### src/rtl/bidir_deserializer.sv
// Serial-to-parallel receiver with per-frame MSB/LSB-first order, a single-entry
// valid/ready output register and sticky framing-error / overrun flags.
module bidir_deserializer #(
   parameter int unsigned WIDTH = 4
) (
   input  logic             clk,
   input  logic             rst,
   input  logic             ser_in,
   input  logic             ser_valid,
   input  logic             sof,
   input  logic             dir,
   output logic [WIDTH-1:0] out_data,
   output logic             out_valid,
   input  logic             out_ready,
   output logic             busy,
   output logic             frame_err,
   output logic             overrun,
   input  logic             clr_err
);

   localparam int unsigned CNT_W = $clog2(WIDTH + 1);

   typedef enum logic {IDLE, SHIFT} state_t;

   state_t             r_state, w_state_nxt;
   logic [WIDTH-1:0]   r_sh, w_sh_nxt, w_base;
   logic [CNT_W-1:0]   r_cnt, w_cnt_nxt, w_cnt_inc;
   logic               r_dir, w_dir_nxt, w_dir_use;
   logic [WIDTH-1:0]   r_out_data, w_out_data_nxt;
   logic               r_out_valid, w_out_valid_nxt;
   logic               r_frame_err, w_frame_err_nxt;
   logic               r_overrun, w_overrun_nxt;
   logic               w_accept, w_done, w_frame_evt, w_load, w_ovr_evt;

   // Next-state, shift datapath and output-register control
   always_comb begin
      w_state_nxt     = r_state;
      w_sh_nxt        = r_sh;
      w_cnt_nxt       = r_cnt;
      w_dir_nxt       = r_dir;
      w_out_data_nxt  = r_out_data;
      w_out_valid_nxt = r_out_valid;
      w_frame_err_nxt = r_frame_err;
      w_overrun_nxt   = r_overrun;
      w_done          = 1'b0;
      w_frame_evt     = 1'b0;
      w_load          = 1'b0;
      w_ovr_evt       = 1'b0;
      w_dir_use       = sof ? dir : r_dir;
      w_base          = sof ? '0 : r_sh;
      w_cnt_inc       = sof ? CNT_W'(1) : r_cnt + CNT_W'(1);
      w_accept        = ser_valid && (sof || (r_state == SHIFT));

      if (w_accept) begin
         w_dir_nxt   = w_dir_use;
         w_frame_evt = sof && (r_state == SHIFT) && (r_cnt != '0);
         if (w_dir_use)
            w_sh_nxt = {ser_in, w_base[WIDTH-1:1]};
         else
            w_sh_nxt = {w_base[WIDTH-2:0], ser_in};
         if (w_cnt_inc == CNT_W'(WIDTH)) begin
            w_done      = 1'b1;
            w_cnt_nxt   = '0;
            w_state_nxt = IDLE;
         end else begin
            w_cnt_nxt   = w_cnt_inc;
            w_state_nxt = SHIFT;
         end
      end

      w_load    = w_done && (!r_out_valid || out_ready);
      w_ovr_evt = w_done && r_out_valid && !out_ready;

      if (w_load) begin
         w_out_data_nxt  = w_sh_nxt;
         w_out_valid_nxt = 1'b1;
      end else if (r_out_valid && out_ready) begin
         w_out_valid_nxt = 1'b0;
      end

      // A new error event takes priority over a simultaneous clear
      if (w_frame_evt)
         w_frame_err_nxt = 1'b1;
      else if (clr_err)
         w_frame_err_nxt = 1'b0;
      if (w_ovr_evt)
         w_overrun_nxt = 1'b1;
      else if (clr_err)
         w_overrun_nxt = 1'b0;
   end

   always_ff @(posedge clk or posedge rst) begin
      if (rst) begin
         r_state     <= IDLE;
         r_sh        <= '0;
         r_cnt       <= '0;
         r_dir       <= 1'b0;
         r_out_data  <= '0;
         r_out_valid <= 1'b0;
         r_frame_err <= 1'b0;
         r_overrun   <= 1'b0;
      end else begin
         r_state     <= w_state_nxt;
         r_sh        <= w_sh_nxt;
         r_cnt       <= w_cnt_nxt;
         r_dir       <= w_dir_nxt;
         r_out_data  <= w_out_data_nxt;
         r_out_valid <= w_out_valid_nxt;
         r_frame_err <= w_frame_err_nxt;
         r_overrun   <= w_overrun_nxt;
      end
   end

   assign out_data  = r_out_data;
   assign out_valid = r_out_valid;
   assign busy      = (r_state == SHIFT);
   assign frame_err = r_frame_err;
   assign overrun   = r_overrun;

endmodule

### config.mk
export PLATFORM = sky130hd
export DESIGN_NAME = bidir_deserializer
export DESIGN_NICKNAME = d
export VERILOG_FILES = /design/src/rtl/bidir_deserializer.sv
export SDC_FILE = /design/constraint.sdc
export NUM_CORES = 1
export LEC_CHECK = 0
export ABC_AREA = 1
export CAP_MARGIN = 5
export CORE_ASPECT_RATIO = 1.4
export CORE_MARGIN = 2
export CORE_UTILIZATION = 25
export CTS_BUF_LIST = sky130_fd_sc_hd__clkbuf_2 sky130_fd_sc_hd__clkbuf_4 sky130_fd_sc_hd__clkbuf_8
export CTS_CLUSTER_SIZE = 40
export DETAILED_ROUTE_END_ITERATION = 8
export GPL_ROUTABILITY_DRIVEN = 1
export MAX_ROUTING_LAYER = met4
export SLEW_MARGIN = 20
export SYNTH_ARGS = -nofsm -noshare
export SYNTH_HDL_FRONTEND = slang
export SYNTH_SLANG_ARGS = --single-unit
### constraint.sdc
create_clock -name clk -period 2.95 [get_ports clk]
set_input_delay 0.59 -clock clk [delete_from_list [all_inputs] [get_ports clk]]
set_output_delay 0.59 -clock clk [all_outputs]
set_load 0.05 [all_outputs]
; ---- Yosys cells after proc, flatten, opt, wreduce, memory -nomap -nowiden
; Index checks and enable logic that the tools add are counted.
; Widths: inputs -> output; s select.
[op_classes]
n_addsub = 1
n_eq_ne = 1
mux = 15
n_reduce_logical = 15
[ops]
columns = cell, count
row1 = $mux 4, 3
row2 = $mux 1, 10
row3 = $logic_and 1x1->1, 7
row4 = $mux 3, 2
row5 = $reduce_bool 2->1, 3
row6 = $add 3x1->3 const B, 1
row7 = $eq 3x3->1 const B, 1
row8 = $reduce_bool 3->1, 1
row9 = $logic_not 1->1, 2
row10 = $logic_or 1x1->1, 2
[word_totals]
ff_bits = 16
in_bits = 8
output_inout_bits = 8
elab_cells = 40

; ---- Depth between registers and ports, before layout
; Gate-level depths: netlist of the first run.
[depth]
depth_word = 8
mapped_depth = 8
ltp_nobuf = 8

; ---- Least setup slack after synthesis of the first run
; Ideal clock, no wire load.
[synth_path]
kind = register to register
startpoint = register r_cnt[0]
endpoint = register r_out_data[0] (netlist: out_data[0])
setup_ns = 0.118
t_arrival_ns = 1.243
required_ns = 2.832
path_slack_ns = 1.589
stages_incl_launch_ff = 7
n_path_buf = 0
synth_period_minus_slack_ns = 1.361
path_cell_list = dfrtp_1 inv_1 ha_1 nor2_8 nand4_1 nand2_1 nand2_1
[synth_between]
elab_chain_cells = 6
[synth_lines]
columns = element, line_no
row1 = from (decl), 27  ; logic [CNT_W-1:0] r_cnt, w_cnt_nxt, w_cnt_inc;
row2 = from (signal assigned), 105  ; r_cnt <= w_cnt_nxt;
row3 = $add 3x1->3, 51  ; w_cnt_inc = sof ? CNT_W'(1) : r_cnt + CNT_W'(1);
row4 = $mux 3, 51
row5 = $eq 3x3->1, 61  ; if (w_cnt_inc == CNT_W'(WIDTH)) begin
row6 = $mux 1, 61
row7 = $mux 1, 54  ; if (w_accept) begin
row8 = $logic_and 1x1->1, 71  ; w_load = w_done && (!r_out_valid || out_ready);
row9 = to (signal assigned), 107  ; r_out_data <= w_out_data_nxt;
row10 = to (decl), 29  ; logic [WIDTH-1:0] r_out_data, w_out_data_nxt;
; Every way passes these cells.
; A chain may end at the register's enable or synchronous reset.

; ---- Worst setup path after layout of the first run
[layout_path]
startpoint = register r_state (netlist: busy)
endpoint = output busy
[layout_lines]
columns = element, line_no
row1 = from (decl), 25  ; state_t r_state, w_state_nxt;
row2 = from (signal assigned), 103  ; r_state <= w_state_nxt;
row3 = to (decl), 15  ; output logic busy,
; No word-level cell between the ends.

==> impl_metrics.tcl, run 1 <==
set metrics [dict create \
    status "finished, final reports clean" \
    ios 16 \
    drc 0 \
    arrival_ns 1.51 \
    ctsResizeCount 0 \
    routedWlPerCell_um 10.6 \
    dr.pass1.iters 4 \
    initial_core_util_pct 26.5 \
    crit_type "reg2out" \
    layout-drive-gt1-share_pct 14.8 \
    drt_iter0_markers 17 \
    pwr_density_cell_nw_per_um2 583 \
    place.gp.congestion 0.835 \
    clkTransAtPathRegs_ns 0.07 \
    finalSetupViolations 0 \
    insertedDiodeCount 0 \
    cp_top_family "buffers and inverters" \
    grt_pass1_vias 657 \
    grt_max_degree 17 \
    area_growth_syn_to_layout_pct 29.0 \
    p_leak_nw 0.526 \
    clkLatencyLatePin_ns 0.25 \
    required_ns 2.36 \
    fin_crit_sh_pct 71.1 \
    tns_ns 0 \
    core_um2 3150 \
    cts_tree "yes" \
    clockBufferDepth 2 \
    syn_inst 97 \
    finalWirelength_mm 1.63 \
    yosys-top-cells-area "dfrtp_1 48%, nand2_1 16%, inv_1 5.4%" \
    critPathMaxStageDelay_ns 0.83 \
    layout_setup_ws_ns 0.852 \
    cp_max_fo 6 \
    max-vdd-ir-drop_v 0.000221 \
    cp-start-kind "register" \
    rsz0062_at_grt "no" \
    synth_top_area_share_pct 47.9 \
    fin_util_pct 34.2 \
    htreeDepth 1 \
    syn_nets 107 \
    post-place-ws_ns 1.00 \
    ys_types 21 \
    maxClockFrequency_mhz 477 \
    yosys_warnings 0 \
    cp_slowest_cell "clkdlybuf4s50_1" \
    root_buffer "clkbuf_8" \
    via_per_inst 4.15 \
    grt_pass1_wl_mm 2.87 \
    post_cts_buffers 0 \
    cp_num_buf_inv 1 \
    cp_cell_sequence "clkdlybuf4s50_1" \
    die_w_um 52.9 \
    vias 639 \
    cap_viol_max_count 0 \
    ys_ff_latch 16 \
    cts_buffers 3 \
    worstMarginPinSlew_ns 0.624 \
    place_area_um2 1020 \
    hold_path_class "reg2reg" \
    dpl.hpwl_mm 1.25 \
    design_area_um2 1080 \
    clock_skew_ns 0.00654 \
    syn_area_um2 836 \
    antenna_found_initial 0 \
    io_buffer_count 15 \
    grt_overflow 0 \
    n_fill_cell 338 \
    endpoint_kind "primary output" \
    seq_area_frac_synth_pct 47.9 \
    timing.hold.ws_ns 0.488 \
    syn_avg_cell_area_um2 8.62 \
    dieArea_um2 3830 \
    postCtsHoldBufs 0 \
    ant_nets 0 \
    fin_crit_ns 2.10 \
    yosysTopAreaCell "dfrtp_1" \
    grt_util_all_layers_pct 10.3 \
    die_h_um 72.4 \
    hold_violations 0 \
    rows 24 \
    slew_violations 0 \
    clock-sinks 16 \
    fin_nets 126 \
    slew_headroom_pct 58.4 \
]
placed cells by master, fill, tap and decap left out, drive strengths merged:
cell | synthesis | layout
o21ai | 7 | 7
nand4 | 2 | 2
clkbuf | 0 | 4
clkdlybuf4s50 | 0 | 15
inv | 14 | 14
ha | 2 | 2
dfrtp | 16 | 16
o22ai | 2 | 2
nand3 | 6 | 6
o21a | 1 | 1
nor2 | 8 | 8
nand2 | 38 | 38
state kept, by name, indices dropped and copies added, names as in the netlist:
register	count
out_data	4
r_sh	4
r_cnt	3
busy	1
frame_err	1
out_valid	1
overrun	1
r_dir	1
stage by stage:
| step | instances | power [mW] |
|---|---|---|
| floorplan | 97 | 0.388 |
| global placement | 150 | 0.437 |
| detailed placement | 150 | 0.440 |
| CTS | 154 | 0.639 |
| global route | 154 | 0.662 |
| finish | 154 | 0.628 |
logic make-up after synthesis:
| kind of cell | after synthesis | synth area share, % |
|---|---|---|
| AOI/OAI and AO/OA | 10 | 6.59 |
| adders and majority gates | 2 | 2.99 |
| and+or+nand+nor | 54 | 34.6 |
| buffers and inverters | 15 | 7.93 |
| DFF | 16 | 47.9 |
synthesized netlist by cell type:
master / number
nand2_1: 35
dfrtp_1: 16
inv_1: 12
o21ai_0: 6
nor2_1: 4
nand3_2: 3
ha_1: 2
nand2_2: 2
nand3_1: 2
nand4_1: 2
nor2_4: 2
o22ai_1: 2
buf_6: 1
inv_2: 1
inv_4: 1
nand2_4: 1
nand3_4: 1
nor2_2: 1
nor2_8: 1
o21a_1: 1
o21ai_1: 1
metal layers:
| metal | track usage [%] | up-vias | part of all wire [%] |
|---|---|---|---|
| met5 | - | - | 0 |
| met4 | 6.84 | 0 | 2.8 |
| met3 | 0.823 | 4 | 3.9 |
| met2 | 14.3 | 16 | 46 |
| met1 | 14.1 | 283 | 47 |
| li1 | - | 336 | - |
where the power goes:
| part | internal, mW | switching (mW) | leakage, nW | total (mW) |
|---|---|---|---|---|
| sequential | 0.246 | 0.0188 | 0.209 | 0.264 |
| clock | 0.118 | 0.0761 | 0.0288 | 0.195 |
| combinational | 0.0604 | 0.109 | 0.289 | 0.169 |
worst paths after layout:
path | from | end | slack (ns) | cells after the start
max in group asynchronous | rst | busy$_DFFE_PP0P_ | 1.83 | 2
min in group asynchronous | rst | out_data[1]$_DFFE_PP0P_ | 0.71 | 2
worst min-delay path | out_data[1]$_DFFE_PP0P_ | out_data[1]$_DFFE_PP0P_ | 0.49 | 2
worst max-delay path | busy$_DFFE_PP0P_ | busy | 0.85 | 1
worst min register to register | out_data[1]$_DFFE_PP0P_ | out_data[1]$_DFFE_PP0P_ | 0.49 | 2
worst max register to register | r_cnt[0]$_DFFE_PP0P_ | out_data[3]$_DFFE_PP0P_ | 1.47 | 6
cell type report:
cell class                      instances  area [um^2]  area share (%)
Timing Repair Buffer                   15          150            13.9
Multi-Input combinational cell         66          369            34.2
Inverter                               14         55.1            5.10
Clock buffer                            4         55.1            5.10
Sequential cell                        16          400            37.1
Tap cell                               39         48.8            4.52
Power figures use the tool's default switching activity.
==> run 2, diff against run 1 <==
==> constraint.sdc (replaced) <==
create_clock -name clk -period 1.79 [get_ports clk]
set_input_delay 0.358 -clock clk [delete_from_list [all_inputs] [get_ports clk]]
set_output_delay 0.358 -clock clk [all_outputs]
set_load 0.05 [all_outputs]
==> run 2 against run 1 <==
Non-clock buffer count up 2; largest cell class unchanged; highest routed layer unchanged; cell area fell by 0.46%; clock power grew 61%; combinational power rose by 63%.
==> impl_metrics.tcl, run 2 (synthesis results as in run 1) <==
set metrics [dict create \
    p_leak_nw 0.549 \
    netSwitchingPower_uw 331 \
    dp.cells 152 \
    rsz0062_at_grt "no" \
    drc 0 \
    insertedDiodeCount 0 \
    dieArea_um2 3830 \
    ctsResizeCount 0 \
    area_growth_syn_to_layout_pct 28.4 \
    n_fill_cell 342 \
    fin_crit_ns 1.49 \
    clkPwrFrac_pct 30.5 \
    io_buffer_count 15 \
    layout_commonest_cell "nand2_1" \
    root_buffer "clkbuf_8" \
    cp_max_fo 4 \
    timing.hold.ws_ns 0.416 \
    fin_nets 128 \
    postCtsHoldBufs 0 \
    layout-drive-gt1-share_pct 23.1 \
    worstMarginPinSlew_ns 0.355 \
    post-place-ws_ns 0.138 \
    arrival_ns 1.63 \
    cp_cell_sequence "inv_1 -> ha_1 -> nor2_8 -> nand4_1 -> nand2_1 -> nand2_1" \
    layoutNonFillerInstCount 156 \
    grt_overflow 0 \
    routedWlPerCell_um 10.2 \
    vias 666 \
    antenna_found_initial 0 \
    cp_top_family "simple AND/OR/NAND/NOR gates" \
    p_int_uw 696 \
    rows 24 \
    die_w_um 52.9 \
    slew_headroom_pct 76.1 \
    htreeDepth 1 \
    post_cts_buffers 0 \
    place.gp.congestion 0.797 \
    dpl.hpwl_mm 1.27 \
    comb_power_share_pct 26.8 \
    die_h_um 72.4 \
    clockBufferDepth 2 \
    clock-sinks 16 \
    grt_max_degree 17 \
    ios 16 \
    tns_ns 0 \
    slew_violations 0 \
    clock_skew_ns 0.000895 \
    via_per_inst 4.27 \
    maxClockFrequency_mhz 670 \
    clkTransAtPathRegs_ns 0.06 \
    initial_core_util_pct 26.5 \
    finalWirelength_mm 1.60 \
    cts_tree "yes" \
    cap_viol_max_count 0 \
    required_ns 1.93 \
    ant_nets 0 \
    hold_violations 0 \
    pwr_density_cell_nw_per_um2 957 \
    critPathMaxStageDelay_ns 0.43 \
    cp-start-kind "register" \
    finalPower_mw 1.03 \
    most-common-layout-cells "35 x nand2_1, 16 x dfrtp_1, 12 x inv_1, 10 x buf_4, 7 x clkdlybuf4s50_1" \
    dr.pass1.iters 2 \
    cp_num_buf_inv 1 \
    finalSetupViolations 0 \
    layout_setup_ws_ns 0.298 \
    cp_slowest_cell "dfrtp_1" \
    path_common_cell "nand2_1" \
    drt_iter0_markers 4 \
    core_um2 3150 \
    crit_type "reg2reg" \
    grt_pass1_wl_mm 2.85 \
    status "finished, final reports clean" \
    fin_crit_sh_pct 83.3 \
    max-vdd-ir-drop_v 0.000292 \
    grt_util_all_layers_pct 10.2 \
    endpoint_kind "register" \
    p_sw_share_pct 32.2 \
    power_frac_seq_pct 42.7 \
    hold_path_class "in2async" \
    grt_pass1_vias 686 \
    clkLatencyLatePin_ns 0.24 \
    cts_buffers 3 \
]
==> run 2: cell types whose count changed in the layout (fill, tap and decap cells not counted), sizes merged <==
cell,delta
buf,+10
clkdlybuf4s50,-8
==> run 2: worst paths after layout <==
check / cells after the start / from / to / slack [ns]
worst max-delay path: 6 / r_cnt[0]$_DFFE_PP0P_ / out_data[0]$_DFFE_PP0P_ / 0.30
worst min-delay path: 3 / rst / out_data[2]$_DFFE_PP0P_ / 0.42
worst max register to register: 6 / r_cnt[0]$_DFFE_PP0P_ / out_data[0]$_DFFE_PP0P_ / 0.30
worst min register to register: 2 / out_data[1]$_DFFE_PP0P_ / out_data[1]$_DFFE_PP0P_ / 0.49
max in group asynchronous: 3 / rst / out_data[3]$_DFFE_PP0P_ / 1.20
min in group clk: 2 / out_data[1]$_DFFE_PP0P_ / out_data[1]$_DFFE_PP0P_ / 0.49
==> run 2: area by class of cell <==
cell class	instances	area, um^2	area share [%]
Timing Repair Buffer	17	145	13.5
Inverter	14	55.1	5.13
Tap cell	39	48.8	4.55
Multi-Input combinational cell	66	369	34.4
Sequential cell	16	400	37.3
Clock buffer	4	55.1	5.13
==> run 2: through the flow <==
| stage | cell area (um^2) | utilization (%) |
|---|---|---|
| 2_1_floorplan | 836 | - |
| 3_3_place_gp | 1020 | 32.3 |
| 3_5_place_dp | 1020 | 32.3 |
| 4_1_cts | 1070 | 34.0 |
| 5_1_grt | 1070 | 34.0 |
| 6_report | 1070 | 34.0 |
==> run 2: metal layers <==
| metal | wire [um] | GRT usage [%] | part of all wire [%] | vias to the layer above |
|---|---|---|---|---|
| met5 | 0 | - | 0 | - |
| met4 | 51 | 6.84 | 3.2 | 0 |
| met3 | 55 | 0.617 | 3.4 | 4 |
| met2 | 786 | 15.8 | 49 | 13 |
| met1 | 703 | 12.4 | 44 | 307 |
| li1 | - | - | - | 342 |
==> run 2: worst reg2reg max path, delay by kind of cell (launching register included) <==
kind	cells	cell delay [ns]
flops	1	0.43
fa+ha+maj	1	0.38
buf+inv	1	0.08
simple gates	4	0.49
==> run 2: power groups by stage <==
stage | clock network [mW] | registers [mW] | logic (mW)
finish | 0.314 | 0.438 | 0.275
global route | 0.333 | 0.443 | 0.304
CTS | 0.325 | 0.439 | 0.280
detailed placement | 0 | 0.445 | 0.279
global placement | 0 | 0.444 | 0.277
floorplan | 0 | 0.504 | 0.136
==> run 3, diff against run 2 <==
==> constraint.sdc (replaced) <==
create_clock -name clk -period 1.37 [get_ports clk]
set_input_delay 0.274 -clock clk [delete_from_list [all_inputs] [get_ports clk]]
set_output_delay 0.274 -clock clk [all_outputs]
set_load 0.05 [all_outputs]
==> run 3 against run 2 <==
Power is 43% higher; worst hold slack got worse by 0.084 ns; non-clock buffer count up 7; first-iteration DRC count rose by 75%; worst setup slack worse by 0.25 ns; via count is 5.9% higher; largest cell class unchanged.
==> impl_metrics.tcl, run 3 (synthesis results as in run 1) <==
set metrics [dict create \
    grtUsageMet2_pct 17.6 \
    io_buffer_count 15 \
    routedWlPerCell_um 10.8 \
    finalSetupViolations 0 \
    finalPower_mw 1.47 \
    fin_crit_sh_pct 96.7 \
    area_growth_syn_to_layout_pct 48.8 \
    rsz0062_at_grt "yes" \
    ant_nets 0 \
    place_area_um2 1160 \
    dieArea_um2 3830 \
    place.gp.congestion 0.877 \
    ios 16 \
    power_frac_seq_pct 39.9 \
    cp_max_fo 4 \
    die_h_um 72.4 \
    clkTransAtPathRegs_ns 0.06 \
    die_w_um 52.9 \
    status "finished, final reports clean" \
    hold_path_class "in2async" \
    layout_commonest_cell "nand2_1" \
    p_sw_share_pct 32.0 \
    cts_tree "yes" \
    via_per_inst 4.33 \
    clock_skew_ns 0.00250 \
    top_usage_layer "met2" \
    antenna_found_initial 0 \
    htreeDepth 1 \
    clockBufferDepth 2 \
    drt_iter0_markers 7 \
    drc 0 \
    endpoint_kind "register" \
    clkLatencyLatePin_ns 0.25 \
    p_int_mw 1.00 \
    gr-usage-met1_pct 13.1 \
    most-common-layout-cells "34 x nand2_1, 16 x dfrtp_1, 10 x inv_1, 9 x buf_4, 8 x buf_12" \
    vias 705 \
    clkPwrFrac_pct 28.3 \
    grt_max_degree 17 \
    multi_input_area_um2 387 \
    cap_viol_max_count 0 \
    hold_violations 0 \
    maxClockFrequency_mhz 755 \
    crit_type "reg2reg" \
    grt_util_all_layers_pct 11.2 \
    root_buffer "clkbuf_8" \
    postCtsHoldBufs 0 \
    fin_crit_ns 1.33 \
    met3_usage_pct 0.617 \
    slew_violations 0 \
    insertedDiodeCount 0 \
    comb_power_share_pct 31.8 \
    grt_overflow 0 \
    n_fill_cell 330 \
    netSwitchingPower_uw 471 \
    fin_nets 135 \
    required_ns 1.51 \
    grt_pass1_vias 748 \
    ff_latch_area_um2 400 \
    grt_pass1_wl_mm 3.11 \
    cts_buffers 3 \
    core_um2 3150 \
    initial_core_util_pct 26.5 \
    dpl.hpwl_mm 1.38 \
    p_leak_nw 0.607 \
    clock-sinks 16 \
    slew_headroom_pct 82.4 \
    max-vdd-ir-drop_v 0.000447 \
    dr.pass1.iters 4 \
    pwr_density_cell_nw_per_um2 1180 \
    design_area_um2 1240 \
    rows 24 \
    cp-start-kind "register" \
    worstMarginPinSlew_ns 0.264 \
    finalWirelength_mm 1.76 \
    arrival_ns 1.47 \
    layout-drive-gt1-share_pct 31.5 \
]
==> run 3: changes by cell type in the layout (fill, tap and decap cells not counted), sizes merged <==
cell | previous run | this run
buf | 10 | 17
==> run 3: final timing paths <==
path / from / end / slack (ns) / cells after the start
max in group asynchronous: rst / busy$_DFFE_PP0P_ / 0.86 / 3
setup / recovery: r_cnt[0]$_DFFE_PP0P_ / out_data[2]$_DFFE_PP0P_ / 0.04 / 7
min in group clk: r_sh[0]$_DFF_PP0_ / r_sh[0]$_DFF_PP0_ / 0.53 / 2
hold / removal: rst / out_data[2]$_DFFE_PP0P_ / 0.33 / 3
setup reg to reg: r_cnt[0]$_DFFE_PP0P_ / out_data[2]$_DFFE_PP0P_ / 0.04 / 7
hold reg to reg: r_sh[0]$_DFF_PP0_ / r_sh[0]$_DFF_PP0_ / 0.53 / 2
==> run 3: timing repair <==
item	4_1_cts	5_1_grt
gates resized for setup	2	4
gates cloned	0	0
buffers inserted	0	1
setup endpoints to repair	4	4
pin swaps	2	8
==> run 3: through the flow <==
stage	std cells	util [%]	setup WS [ns]	TNS (ns)	hold slack (ns)
5_1_grt	163	39.4	-0.0404	-0.121	0.366
6_report	163	39.4	0.0447	0	0.332
2_1_floorplan	97	-	0.00897	0	0.188
3_3_place_gp	158	36.9	-0.147	-0.899	0.496
4_1_cts	162	39.0	0.0180	0	0.331
3_5_place_dp	158	36.9	-0.181	-1.30	0.518
==> run 3: cell type report <==
cell class                      count  area share (%)
Tap cell                           39            3.92
Timing Repair Buffer               24            23.9
Inverter                           14            4.43
Clock buffer                        4            4.43
Multi-Input combinational cell     66            31.1
Sequential cell                    16            32.2
==> run 3: critical path, stage by stage (launching register included) <==
cell	delay [ns]
dfrtp_1	0.42
ha_2	0.20
nand2_2	0.06
inv_2	0.04
nor2_4	0.14
nand4_1	0.19
nand2_1	0.11
nand2_1	0.05
==> run 3: layer usage <==
layer / up-vias / routed length (um)
met1: 326 / 750
met3: 6 / 61
met2: 17 / 876
met4: 0 / 72
li1: 356 / -
met5: - / 0
==> run 3: power groups by stage <==
stage	clock, mW	combinational, mW	sequential (mW)
final	0.417	0.468	0.588
after global routing	0.450	0.507	0.597
after CTS	0.426	0.464	0.587
after detailed placement	0	0.444	0.595
after global placement	0	0.440	0.592
after floorplan	0	0.177	0.659
